===== src/rtl/ps2_pkg.sv =====
// ps2_pkg: shared constants for the PS/2 Set-2 keyboard decoder.
// Pause-key decoding is enabled by defining PS2_DECODER_PAUSE_EN.
package ps2_pkg;

  typedef enum logic [2:0] {
    ST_IDLE,
    ST_E0,
    ST_F0,
    ST_E0F0
`ifdef PS2_DECODER_PAUSE_EN
    , ST_PAUSE
`endif
  } dec_state_e;

  localparam int EV_W     = 12;
  localparam int EV_RESP  = 11;
  localparam int EV_PAUSE = 10;
  localparam int EV_EXT   = 9;
  localparam int EV_REL   = 8;

  localparam logic [7:0] B_E0 = 8'hE0;
  localparam logic [7:0] B_F0 = 8'hF0;
  localparam logic [7:0] B_E1 = 8'hE1;
  localparam logic [7:0] B_FA = 8'hFA;
  localparam logic [7:0] B_AA = 8'hAA;
  localparam logic [7:0] B_EE = 8'hEE;
  localparam logic [7:0] B_FE = 8'hFE;
  localparam logic [7:0] B_00 = 8'h00;
  localparam logic [7:0] B_FF = 8'hFF;

`ifdef PS2_DECODER_PAUSE_EN
  localparam logic [7:0] PAUSE_CODE = 8'h77;
  localparam logic [2:0] PAUSE_LAST = 3'd6;
`endif

  localparam logic [1:0] CSR_EVENT  = 2'd0;
  localparam logic [1:0] CSR_STATUS = 2'd1;
  localparam logic [1:0] CSR_CTRL   = 2'd2;
  localparam logic [1:0] CSR_RSVD   = 2'd3;

  localparam int STAT_OVF  = 16;
  localparam int CTRL_IEN  = 0;
  localparam int CTRL_FLSH = 1;

  function automatic logic is_resp(
    input logic [7:0] b
  );
    return (b == B_FA) || (b == B_AA) ||
           (b == B_EE) || (b == B_FE) ||
           (b == B_00) || (b == B_FF);
  endfunction

endpackage


===== src/rtl/ps2_event_fifo.sv =====
// ps2_event_fifo: single-clock show-ahead FIFO for key events.
// A push into a full FIFO is accepted only when a pop frees the slot.
module ps2_event_fifo #(
  parameter int aw = 4,
  parameter int dw = 12
) (
  input  logic          clk,
  input  logic          rst,
  input  logic          push,
  input  logic          pop,
  input  logic          flush,
  input  logic [dw-1:0] din,
  output logic [dw-1:0] dout,
  output logic [aw:0]   level,
  output logic          full,
  output logic          empty
);

  localparam int DEPTH = 1 << aw;
  localparam logic [aw-1:0] P_ONE = 1;
  localparam logic [aw:0]   L_ONE = 1;

  logic [dw-1:0] mem_q [DEPTH];
  logic [aw-1:0] wp_q, wp_d;
  logic [aw-1:0] rp_q, rp_d;
  logic [aw:0]   lvl_q, lvl_d;
  logic          do_push, do_pop;

  assign full    = lvl_q[aw];
  assign empty   = (lvl_q == '0);
  assign level   = lvl_q;
  assign dout    = mem_q[rp_q];
  assign do_pop  = pop && !flush && !empty;
  assign do_push = push && !flush &&
                   (!full || do_pop);

  // pointer and level update; flush empties
  always_comb begin
    wp_d  = wp_q;
    rp_d  = rp_q;
    lvl_d = lvl_q;
    if (flush) begin
      wp_d  = '0;
      rp_d  = '0;
      lvl_d = '0;
    end else begin
      if (do_push) wp_d = wp_q + P_ONE;
      if (do_pop)  rp_d = rp_q + P_ONE;
      if (do_push && !do_pop)
        lvl_d = lvl_q + L_ONE;
      else if (do_pop && !do_push)
        lvl_d = lvl_q - L_ONE;
    end
  end

  // pointer/level registers
  always_ff @(posedge clk) begin
    if (rst) begin
      wp_q  <= '0;
      rp_q  <= '0;
      lvl_q <= '0;
    end else begin
      wp_q  <= wp_d;
      rp_q  <= rp_d;
      lvl_q <= lvl_d;
    end
  end

  // storage array, written on accepted push
  always_ff @(posedge clk) begin
    if (do_push) mem_q[wp_q] <= din;
  end

endmodule


===== src/rtl/ps2_keyboard_decoder.sv =====
// ps2_keyboard_decoder: Set-2 scancode to key-event decoder with CSR FIFO.
// Define PS2_DECODER_PAUSE_EN to collapse the 8-byte Pause sequence.
module ps2_keyboard_decoder
  import ps2_pkg::*;
#(
  parameter logic [3:0] csr_addr = 4'h0,
  parameter int         fifo_aw  = 4
) (
  input  logic        sys_clk,
  input  logic        sys_rst,
  input  logic [7:0]  rx_data,
  input  logic        rx_stb,
  input  logic [13:0] csr_a,
  input  logic        csr_we,
  input  logic [31:0] csr_di,
  output logic [31:0] csr_do,
  output logic        irq
);

  dec_state_e state_q, state_d;
`ifdef PS2_DECODER_PAUSE_EN
  logic [2:0] cnt_q, cnt_d;
`endif

  logic [EV_W-1:0] ev;
  logic            push;
  logic            sel, wr, pop, flush, ov_clr;
  logic            ov_q, ov_d;
  logic            ien_q, ien_d;
  logic            irq_q, irq_d;
  logic [31:0]     rd_q, rd_d;
  logic [EV_W-1:0] head;
  logic [fifo_aw:0] level;
  logic            full, empty;
  logic            unused_bits;

  assign unused_bits = ^{csr_a[9:2],
                         csr_di[31:17],
                         csr_di[15:2]};

  assign sel    = (csr_a[13:10] == csr_addr);
  assign wr     = sel && csr_we;
  assign pop    = wr && (csr_a[1:0] == CSR_EVENT);
  assign ov_clr = wr && (csr_a[1:0] == CSR_STATUS) &&
                  csr_di[STAT_OVF];
  assign flush  = wr && (csr_a[1:0] == CSR_CTRL) &&
                  csr_di[CTRL_FLSH];

  ps2_event_fifo #(
    .aw (fifo_aw),
    .dw (EV_W)
  ) u_fifo (
    .clk   (sys_clk),
    .rst   (sys_rst),
    .push  (push),
    .pop   (pop),
    .flush (flush),
    .din   (ev),
    .dout  (head),
    .level (level),
    .full  (full),
    .empty (empty)
  );

  // prefix-tracking decoder: next state and event to push
  always_comb begin
    state_d = state_q;
    push    = 1'b0;
    ev      = '0;
    ev[7:0] = rx_data;
`ifdef PS2_DECODER_PAUSE_EN
    cnt_d   = cnt_q;
`endif
    if (flush) begin
      state_d = ST_IDLE;
`ifdef PS2_DECODER_PAUSE_EN
      cnt_d   = '0;
`endif
    end else if (rx_stb) begin
      unique case (state_q)
        ST_IDLE: begin
          unique case (1'b1)
            rx_data == B_E0: state_d = ST_E0;
            rx_data == B_F0: state_d = ST_F0;
            rx_data == B_E1: begin
`ifdef PS2_DECODER_PAUSE_EN
              state_d = ST_PAUSE;
              cnt_d   = '0;
`endif
            end
            is_resp(rx_data): begin
              push        = 1'b1;
              ev[EV_RESP] = 1'b1;
            end
            default: push = 1'b1;
          endcase
        end
        ST_E0: begin
          unique case (1'b1)
            rx_data == B_F0: state_d = ST_E0F0;
            rx_data == B_E0: state_d = ST_E0;
            default: begin
              push       = 1'b1;
              ev[EV_EXT] = 1'b1;
              state_d    = ST_IDLE;
            end
          endcase
        end
        ST_F0: begin
          push       = 1'b1;
          ev[EV_REL] = 1'b1;
          state_d    = ST_IDLE;
        end
        ST_E0F0: begin
          push       = 1'b1;
          ev[EV_EXT] = 1'b1;
          ev[EV_REL] = 1'b1;
          state_d    = ST_IDLE;
        end
`ifdef PS2_DECODER_PAUSE_EN
        ST_PAUSE: begin
          if (cnt_q == PAUSE_LAST) begin
            push         = 1'b1;
            ev           = '0;
            ev[EV_PAUSE] = 1'b1;
            ev[7:0]      = PAUSE_CODE;
            state_d      = ST_IDLE;
            cnt_d        = '0;
          end else begin
            cnt_d = cnt_q + 3'd1;
          end
        end
`endif
        default: state_d = ST_IDLE;
      endcase
    end
  end

  // CSR side effects, overflow, irq and read mux
  always_comb begin
    ov_d  = ov_q;
    ien_d = ien_q;
    rd_d  = '0;
    if (flush)
      ov_d = 1'b0;
    else if (push && full && !pop)
      ov_d = 1'b1;
    else if (ov_clr)
      ov_d = 1'b0;
    if (wr && (csr_a[1:0] == CSR_CTRL))
      ien_d = csr_di[CTRL_IEN];
    irq_d = ien_q && push && (!full || pop);
    if (sel) begin
      unique case (csr_a[1:0])
        CSR_EVENT: begin
          rd_d[31] = !empty;
          if (!empty) rd_d[EV_W-1:0] = head;
        end
        CSR_STATUS: begin
          rd_d[fifo_aw:0] = level;
          rd_d[STAT_OVF]  = ov_q;
        end
        CSR_CTRL: rd_d[CTRL_IEN] = ien_q;
        CSR_RSVD: rd_d = '0;
      endcase
    end
  end

  // state registers
  always_ff @(posedge sys_clk) begin
    if (sys_rst) begin
      state_q <= ST_IDLE;
`ifdef PS2_DECODER_PAUSE_EN
      cnt_q   <= '0;
`endif
      ov_q    <= 1'b0;
      ien_q   <= 1'b0;
      irq_q   <= 1'b0;
      rd_q    <= '0;
    end else begin
      state_q <= state_d;
`ifdef PS2_DECODER_PAUSE_EN
      cnt_q   <= cnt_d;
`endif
      ov_q    <= ov_d;
      ien_q   <= ien_d;
      irq_q   <= irq_d;
      rd_q    <= rd_d;
    end
  end

  assign csr_do = rd_q;
  assign irq    = irq_q;

endmodule


===== config.mk =====
export PLATFORM = sky130hd
export DESIGN_NAME = ps2_keyboard_decoder
export DESIGN_NICKNAME = d
export VERILOG_FILES = /design/src/rtl/ps2_pkg.sv /design/src/rtl/ps2_event_fifo.sv /design/src/rtl/ps2_keyboard_decoder.sv
export SDC_FILE = /design/constraint.sdc
export NUM_CORES = 1
export LEC_CHECK = 0
export CAP_MARGIN = 20
export CORE_MARGIN = 2
export CORE_UTILIZATION = 40
export CTS_CLUSTER_DIAMETER = 120
export DETAILED_ROUTE_END_ITERATION = 8
export SYNTH_ARGS = -nofsm -noshare
export SYNTH_HDL_FRONTEND = slang
export SYNTH_SLANG_ARGS = --single-unit

===== constraint.sdc =====
create_clock -name sys_clk -period 4.19 [get_ports sys_clk]
set_input_delay 0.6285 -clock sys_clk [delete_from_list [all_inputs] [get_ports sys_clk]]
set_output_delay 0.6285 -clock sys_clk [all_outputs]
set_load 0.01 [all_outputs]

==> metrics.txt <==
post-synth cell types=61; most used flip-flop cell after synthesis=edfxtp_1; clk_lat worst skew=0.50 ns; Max-Cap Viols=0; post-synthesis mux area share=12.72%; vias in the first global route=4784; Synth Area in Compound Gates=4.799%; root buf cell=clkbuf_16; Slew Limit Fails=0; CTS buffer count=22; 1st-iter DRT viols=354; CTS Hold Buffers Added=0; fraction of the mapped netlist area in adder cells=1.537%; CP Max Fanout=6; Worst-Margin Slew=0.8978 ns; clock buffer depth=3; Reg clk slew, reported paths=0.06 ns; worst path required time=4.63 ns; syn avg cell area=17.58 um2; DR pass1 iterations=5; Final Hold Viols=0; Resize count post-CTS=0; post-CTS setup repair buffer count=0; initial core utilization=40.92%; largest net degree at the start of global routing=37; Antenna Nets Post-Route=0; I/O pin total=91; Critical Path AT=3.84 ns; Total GRT Usage=16.73%; crit path launch type=input port; Worst slew margin=40.15%; most common cell after layout, fill and taps aside=edfxtp_1; Detail Placement HPWL=11450 um; largest family of logic cells by synthesized area=multiplexers; synthesized area=8630 um2; status=complete, no violations; VDD IR max=0.0002453 V; fmax=0.2940 GHz; Sequential Power Share=49.7%; layout cells sized above 1=22.63%; sequential share of the synthesized area=69.36%; Clock Sinks=211; setup TNS=0 ns; I/O Buffers=34; post-layout net count=622; via/cell ratio=5.349; Die Y=150.9 um; Synth async-reset ratio=0%; CTS tree=yes; Final Cycle Share=81.17%; FF+latch count, synth=211; Net Switching=1097 uW; GP Congestion=0.7801; area grow syn2layout=16.93%; Total Power=4850 uW; Post-Synth XOR/XNOR Area=0.7105%; RSZ-0062 raised after global routing=false; Clock H-tree levels=1; initial antenna violation count=0; drt total wl=18260 um; final count of negative-setup-slack endpoints=0; final critical-path required period=3.401 ns; mean routed wirelength per cell=21.60 um; grt ovf=0; diode count=0; Pwr Density=480.7 nW/um2; vias=4520; DRC=0; global-route wire length before repair=27810 um; Setup Crit Path Kind=in -> reg; Comb pwr share=9.9%; Max Clock Skew=0.01248 ns; switching share of power=22.62%; Worst Setup End Kind=flip-flop; yosys warns=0; core area=21090 um2; FP Rows=53; die width=150.9 um; Post-Synth Simple-Gate Area=6.960%; Clk pwr share=40.4%; HP Class=reg -> reg; DIE AREA=22760 um2; post-synthesis instance total=491; P_int=3753 uW; most frequent cells in the layout=edfxtp_1, mux4_2, clkdlybuf4s50_1; Leak=0.003314 uW; Post-synth EDFFs=176
sequential cells by signal, summed over array words and instances (netlist names), named ones only:
register	count
u_fifo.mem_q	176
state_q	2
ien_q	1
ov_q	1
irq	1
u_fifo.level	5
csr_do	13
u_fifo.wp_q	4
u_fifo.rp_q	4
routing by layer:
metal  global-route usage (%)  vias up  routed length (um)
met5                        0        -                   0
met4                    5.234        0                 508
met3                    3.223       35                1026
met2                    27.86      144                8974
met1                    22.36     2319                7745
li1                         -     2022                   -
cells in the mapped netlist, types with 5 or more instances:
cell | count | area share (%)
dfxtp_1 | 35 | 8.1
and3_1 | 14 | 1.0
edfxtp_1 | 176 | 61
nor2_1 | 21 | 0.91
mux2i_1 | 14 | 1.6
and2_1 | 5 | 0.36
a211oi_1 | 10 | 0.87
inv_1 | 11 | 0.48
ha_1 | 9 | 1.3
nand3_1 | 6 | 0.35
xnor2_1 | 5 | 0.51
buf_2 | 12 | 0.70
mux4_2 | 42 | 11
buf_4 | 21 | 1.8
nand2_1 | 8 | 0.35
a21oi_1 | 11 | 0.64
nor2b_1 | 18 | 1.3
a211oi_2 | 6 | 0.87
logic make-up after synthesis:
| logic type | count (synthesis) |
|---|---|
| buf+inv | 55 |
| mux | 57 |
| simple gates | 99 |
| xor+xnor | 7 |
| other cells | 1 |
| flops | 211 |
| compound gates | 51 |
| fa+ha+maj | 10 |
through the flow:
| stage | instance area (um2) | cells | worst slack [ns] | util, % | hold slack [ns] |
|---|---|---|---|---|---|
| after detailed placement | 9333 | 804 | 0.3030 | 44.26 | 0.4504 |
| after global routing | 10090 | 845 | 0.6498 | 47.85 | 0.4867 |
| after global placement | 9333 | 804 | 0.4047 | 44.26 | 0.4501 |
| final | 10090 | 845 | 0.7890 | 47.85 | 0.4574 |
| after floorplan | 8697 | 509 | 0.9159 | - | 0.4308 |
| after CTS | 10060 | 844 | 0.8097 | 47.72 | 0.4635 |
final timing paths:
path / startpoint / to / slack (ns) / cells after the start
max: rx_data[2] / u_fifo.level[4] / 0.79 / 12
min: ov_q / csr_do[16] / 0.46 / 1
max reg2reg: u_fifo.level[0] / u_fifo.level[4] / 1.13 / 12
min reg2reg: ov_q / csr_do[16] / 0.46 / 1
power by group through the flow:
stage	combinational, uW	clock (uW)	sequential (uW)
2_1_floorplan	348	0	2440
3_3_place_gp	465	0	2450
3_5_place_dp	479	0	2460
4_1_cts	482	1990	2410
5_1_grt	536	2070	2420
6_report	480	1960	2410
critical path, stage by stage:
cell,delay [ns]
clkdlybuf4s50_1,0.57
nor3b_1,0.33
nand4_1,0.27
and3_4,0.28
ha_1,0.22
inv_1,0.13
ha_1,0.28
nor2b_1,0.16
o21a_1,0.17
or4_1,0.43
a211o_1,0.31
nand2_1,0.06
layout make-up:
| type | instances | area [um2] |
|---|---|---|
| Clock buffer | 27 | 590.6 |
| Clock inverter | 13 | 140.1 |
| Fill cell | 1779 | 11000 |
| Inverter | 12 | 47.55 |
| Multi-Input combinational cell | 243 | 2394 |
| Sequential cell | 211 | 5989 |
| Tap cell | 275 | 344.1 |
| Timing Repair Buffer | 64 | 585.6 |
Note: power is estimated with default switching activity, not from simulation.
==> variant 1: new RTL, same flow settings <==
Build with the macro `PS2_DECODER_PAUSE_EN` defined.
--- a/src/rtl/ps2_pkg.sv
+++ b/src/rtl/ps2_pkg.sv
@@ -1,5 +1,7 @@
 // ps2_pkg: shared constants for the PS/2 Set-2 keyboard decoder.
 // Pause-key decoding is enabled by defining PS2_DECODER_PAUSE_EN.
+`define PS2_DECODER_PAUSE_EN
+
 package ps2_pkg;
 
   typedef enum logic [2:0] {
Formal check against the unedited RTL: not equivalent (Yosys sat finds a counterexample within 4 cycles, from zero or initial values and one cycle with sys_rst high).
==> variant 1 against the original RTL <==
  * Final cell count up 13%
  * Utilization down 1.1 points
  * Synthesized cell count up 14%
  * Routed wire length up 5.0%
  * Setup slack better by 0.070 ns
  * Sequential cell count up 21
  * Cell area up 7.8%
  * Clock skew up 0.0030 ns
  * Fmax up 2.1%
  * Sequential power up 8.7%
  * Synthesized area up 9.0%
  * Global-route usage down 0.78 points
  * Power up 2.1%
  * Critical endpoint unchanged
  * Largest power group unchanged
==> variant 1: results (changes against the original RTL) <==
Fillers - 2017 (was 1779)
EDFF count, synth - 192 (was 176)
global-route wire length before repair - 29.7 mm (was 27.8 mm)
number of global-route vias before repair - 5208 (was 4784)
fin nets - 688 (was 622)
CTS buffer count - 23 (was 22)
Placer Congestion - 0.871 (was 0.780)
number of flip-flops in the largest register - 192 (was 176)
detailed placer's ending HPWL - 12.3 mm (was 11.5 mm)
Peak VDD IR - 0.000307 V (was 0.000245 V)
Clock Buffer Count - 35 (was 27)
largest net degree at the start of global routing - 38 (was 37)
cell leakage power - 3.53 nW (was 3.31 nW)
outcome - finished, final reports clean (unchanged)
critical path's slowest cell - or4_1 (was clkdlybuf4s50_1)
share of cells above drive strength 1 - 0.174 (was 0.226)
vias per cell - 5.45 (was 5.35)
Seq area share - 0.604 (was 0.594)
post-DR wirelength/cell - 20.0 µm (was 21.6 µm)
Reg area - 0.00657 mm² (was 0.00599 mm²)
Post-synth top cells - edfxtp_1 (192), mux4_2 (48), dfxtp_1 (40) (was edfxtp_1 (176), mux4_2 (42), dfxtp_1 (35))
Clock Skew - 0.0155 ns (was 0.0125 ns)
Slew HR - 0.432 (was 0.401)
Clock buf/inv share - 0.0636 (was 0.0724)
DP Area - 0.0102 mm² (was 0.00933 mm²)
register area share after synthesis - 0.698 (was 0.694)
CP max stage delay - 0.65 ns (was 0.57 ns)
non-clock inverter count - 13 (was 12)
top area cells in the synthesized netlist - edfxtp_1 (61%), mux4_2 (11%), dfxtp_1 (8.5%) (was edfxtp_1 (61%), mux4_2 (11%), dfxtp_1 (8.1%))
synth unique cells - 49 (was 61)
Buffers on Ports - 35 (was 34)
Post-Route WL - 19.2 mm (was 18.3 mm)
comb_multi_in - 293 (was 243)
CP top delay family - simple AND/OR/NAND/NOR gates (unchanged)
Worst Hold Depth - 1 (unchanged)
Non-Clock Buffer Area Fraction - 0.0474 (was 0.0580)
CP arrival - 3.77 ns (was 3.84 ns)
1st-iter DRT viols - 402 (was 354)
Cells after Synth - 560 (was 491)
placed cells - 914 (was 804)
GRT Total Usage - 0.160 (was 0.167)
multi-input logic area - 0.00265 mm² (was 0.00239 mm²)
==> variant 1: where the power goes <==
part | total (W) | internal (W) | leakage (nW) | switching, W
clock network | 0.00191 | 0.00110 | 0.337 | 0.000809
logic | 0.000425 | 0.000186 | 1.11 | 0.000239
registers | 0.00262 | 0.00257 | 2.09 | 0.0000464
total | 0.00495 | 0.00386 | 3.53 | 0.00109
==> variant 1: worst paths after layout <==
path / from / to
setup / recovery: csr_a[11] / u_fifo.level[4]$_SDFFE_PP0P_
setup reg to reg: state_q[2]$_SDFFE_PP0P_ / u_fifo.level[4]$_SDFFE_PP0P_
hold / removal: ov_q$_SDFFE_PP0P_ / csr_do[16]$_SDFF_PP0_
hold reg to reg: ov_q$_SDFFE_PP0P_ / csr_do[16]$_SDFF_PP0_
==> variant 1: per-stage QoR <==
step	power (W)	setup WS (ns)	hold slack [ns]
after floorplan	0.00296	0.796	0.423
after CTS	0.00500	0.888	0.471
after global placement	0.00307	0.451	0.446
after global routing	0.00514	0.747	0.487
after detailed placement	0.00310	0.395	0.457
final	0.00495	0.859	0.464
==> variant 1: metal layers <==
layer / vias to the layer above / routed length (µm) / track usage
met5: - / 0 / 0
met4: 0 / 430 / 0.0459
met3: 40 / 1070 / 0.0206
met2: 193 / 9660 / 0.279
met1: 2676 / 8000 / 0.209
li1: 2303 / - / -
==> variant 1: logic make-up after synthesis <==
family / Yosys count / synth area share
XOR/XNOR: 6 / 0.00559
AO/OA/AOI/OAI: 63 / 0.0447
multiplexers: 61 / 0.129
AND/OR/NAND/NOR: 135 / 0.0789
flip-flops: 232 / 0.698
buffers and inverters: 52 / 0.0290
adder cells (fa/ha/maj): 10 / 0.0141
other: 1 / 0.000399
==> variant 2: new RTL, config.mk and constraints unchanged <==
Without the edit above. Reset style: asynchronous (`rst` and `sys_rst`), changed in 2 clocked blocks.
--- a/src/rtl/ps2_event_fifo.sv
+++ b/src/rtl/ps2_event_fifo.sv
@@ -54,7 +54,7 @@
   end
 
   // pointer/level registers
-  always_ff @(posedge clk) begin
+  always_ff @(posedge clk or posedge rst) begin
     if (rst) begin
       wp_q  <= '0;
       rp_q  <= '0;
--- a/src/rtl/ps2_keyboard_decoder.sv
+++ b/src/rtl/ps2_keyboard_decoder.sv
@@ -167,7 +167,7 @@
   end
 
   // state registers
-  always_ff @(posedge sys_clk) begin
+  always_ff @(posedge sys_clk or posedge sys_rst) begin
     if (sys_rst) begin
       state_q <= ST_IDLE;
 `ifdef PS2_DECODER_PAUSE_EN
Behaviour: differs if sys_rst is asserted again (counterexample within 4 cycles, from zero or initial values and one cycle with sys_rst high); with sys_rst held inactive, the same outputs for 4 cycles.
==> variant 2 against the original RTL <==
  * Power is 2.4% lower
  * Clock skew up 0.0056 ns
  * Cell area increased by 1.1%
  * Synthesized area rose by 0.33%
  * Routed wire length grew 5.5%
  * Sequential share of layout area increased by 0.092 points
  * Setup slack gained 0.14 ns
  * First-iteration DRC count grew 34%
  * Count of clock-buffer cells in the layout rose by 8
  * Sequential cell count fell by 4
  * Synthesized cell count is 0.20% higher
  * Critical path type unchanged
==> variant 2: results (changes against the original RTL) <==
outcome - finished, final reports clean (unchanged)
cell leakage power - 3.47 nW (was 3.31 nW)
Initial DRT Pass Iterations - 5 (unchanged)
Hold WC Path Type - input port to asynchronous set/reset pin (was flip-flop to flip-flop)
Post-Route WL - 19.3 mm (was 18.3 mm)
largest net degree at the start of global routing - 23 (was 37)
synth unique cells - 52 (was 61)
EDFF count, synth - 176 (unchanged)
via count - 4640 (was 4520)
Placer Congestion - 0.809 (was 0.780)
detailed placer's ending HPWL - 12.7 mm (was 11.5 mm)
Post-synth ARST share - 0.150 (was 0)
placed cells - 816 (was 804)
Cells after Synth - 492 (was 491)
fin nets - 633 (was 622)
Clock Skew - 0.0180 ns (was 0.0125 ns)
number of global-route vias before repair - 4680 (was 4784)
top area cells in the synthesized netlist - edfxtp_1 (61%), mux4_2 (11%), dfrtp_1 (9.0%) (was edfxtp_1 (61%), mux4_2 (11%), dfxtp_1 (8.1%))
CP arrival - 3.63 ns (was 3.84 ns)
Fillers - 1774 (was 1779)
global-route wire length before repair - 28.6 mm (was 27.8 mm)
GRT Total Usage - 0.172 (was 0.167)
Post-synth top cells - edfxtp_1 (176), mux4_2 (44), dfrtp_1 (31) (was edfxtp_1 (176), mux4_2 (42), dfxtp_1 (35))
worst-path maximum fanout - 7 (was 6)
post-DR wirelength/cell - 22.5 µm (was 21.6 µm)
Biggest register - u_fifo.mem_q (unchanged)
Diodes inserted - 0 (unchanged)
register area share after synthesis - 0.700 (was 0.694)
1st-iter DRT viols - 474 (was 354)
Peak VDD IR - 0.000249 V (was 0.000245 V)
share of cells above drive strength 1 - 0.229 (was 0.226)
measured slew at the worst slew-check pin - 0.826 ns (was 0.898 ns)
## variant 2: worst max-delay path: stages
cell	delay, ns
clkdlybuf4s50_1	0.47
nor4_4	0.44
a31oi_1	0.32
nor4_4	0.45
nand2_1	0.26
ha_1	0.38
a21oi_1	0.22
nand2_1	0.10
a31oi_1	0.21
a31oi_1	0.13
## variant 2: layer usage
layer,up-vias,share of wire,GRT usage
met2,144,0.50,0.285
met1,2407,0.43,0.246
met4,0,0.016,0.0407
met5,-,0,0
li1,2065,-,-
met3,24,0.052,0.0223
## variant 2: cell type report
| cell class | count | area, µm² | area share |
|---|---|---|---|
| Timing Repair Buffer | 71 | 631 | 0.0618 |
| Tap cell | 275 | 344 | 0.0337 |
| Clock inverter | 5 | 56.3 | 0.00552 |
| Multi-Input combinational cell | 251 | 2400 | 0.236 |
| Inverter | 12 | 50.0 | 0.00491 |
| Clock buffer | 35 | 651 | 0.0638 |
| Sequential cell | 207 | 6060 | 0.594 |
## variant 2: stage by stage
stage	utilization	power (W)	hold slack (ns)	cell area, µm²	setup slack [ns]
finish	0.482	0.00473	0.508	10200	0.933
global route	0.482	0.00491	0.557	10200	0.703
CTS	0.482	0.00478	0.529	10200	0.984
detailed placement	0.449	0.00290	0.507	9490	0.491
global placement	0.448	0.00289	0.497	9480	0.515
floorplan	-	0.00274	0.454	8730	1.33
## variant 2: final timing paths
check	from	endpoint	slack (ns)	cells after the start
worst max register to register	state_q[1]$_DFFE_PP0P_	u_fifo.level[4]$_DFFE_PP0P_	1.31	9
worst max-delay path	csr_a[11]	u_fifo.level[4]$_DFFE_PP0P_	0.93	10
max in group asynchronous	sys_rst	state_q[1]$_DFFE_PP0P_	2.96	3
worst min register to register	ien_q$_DFFE_PP0N_	irq$_DFF_PP0_	0.53	1
worst min-delay path	sys_rst	u_fifo.rp_q[0]$_DFFE_PP0P_	0.51	2
min in group sys_clk	ien_q$_DFFE_PP0N_	irq$_DFF_PP0_	0.53	1
## variant 2: power breakdown
part           switching [W]  internal (W)
Sequential         0.0000724       0.00226
Combinational       0.000256      0.000264
Clock               0.000756       0.00113
Total                0.00108       0.00365
## variant 2: cells by family (layout without fill, tap and decap cells)
logic type,Yosys count,after routing,synth area share
compound gates,55,55,0.0484
mux,52,52,0.124
xor+xnor,8,8,0.00809
buf+inv,52,123,0.0332
simple gates,107,107,0.0707
fa+ha+maj,10,10,0.0153
flops,207,207,0.700
other cells,1,19,0.000433
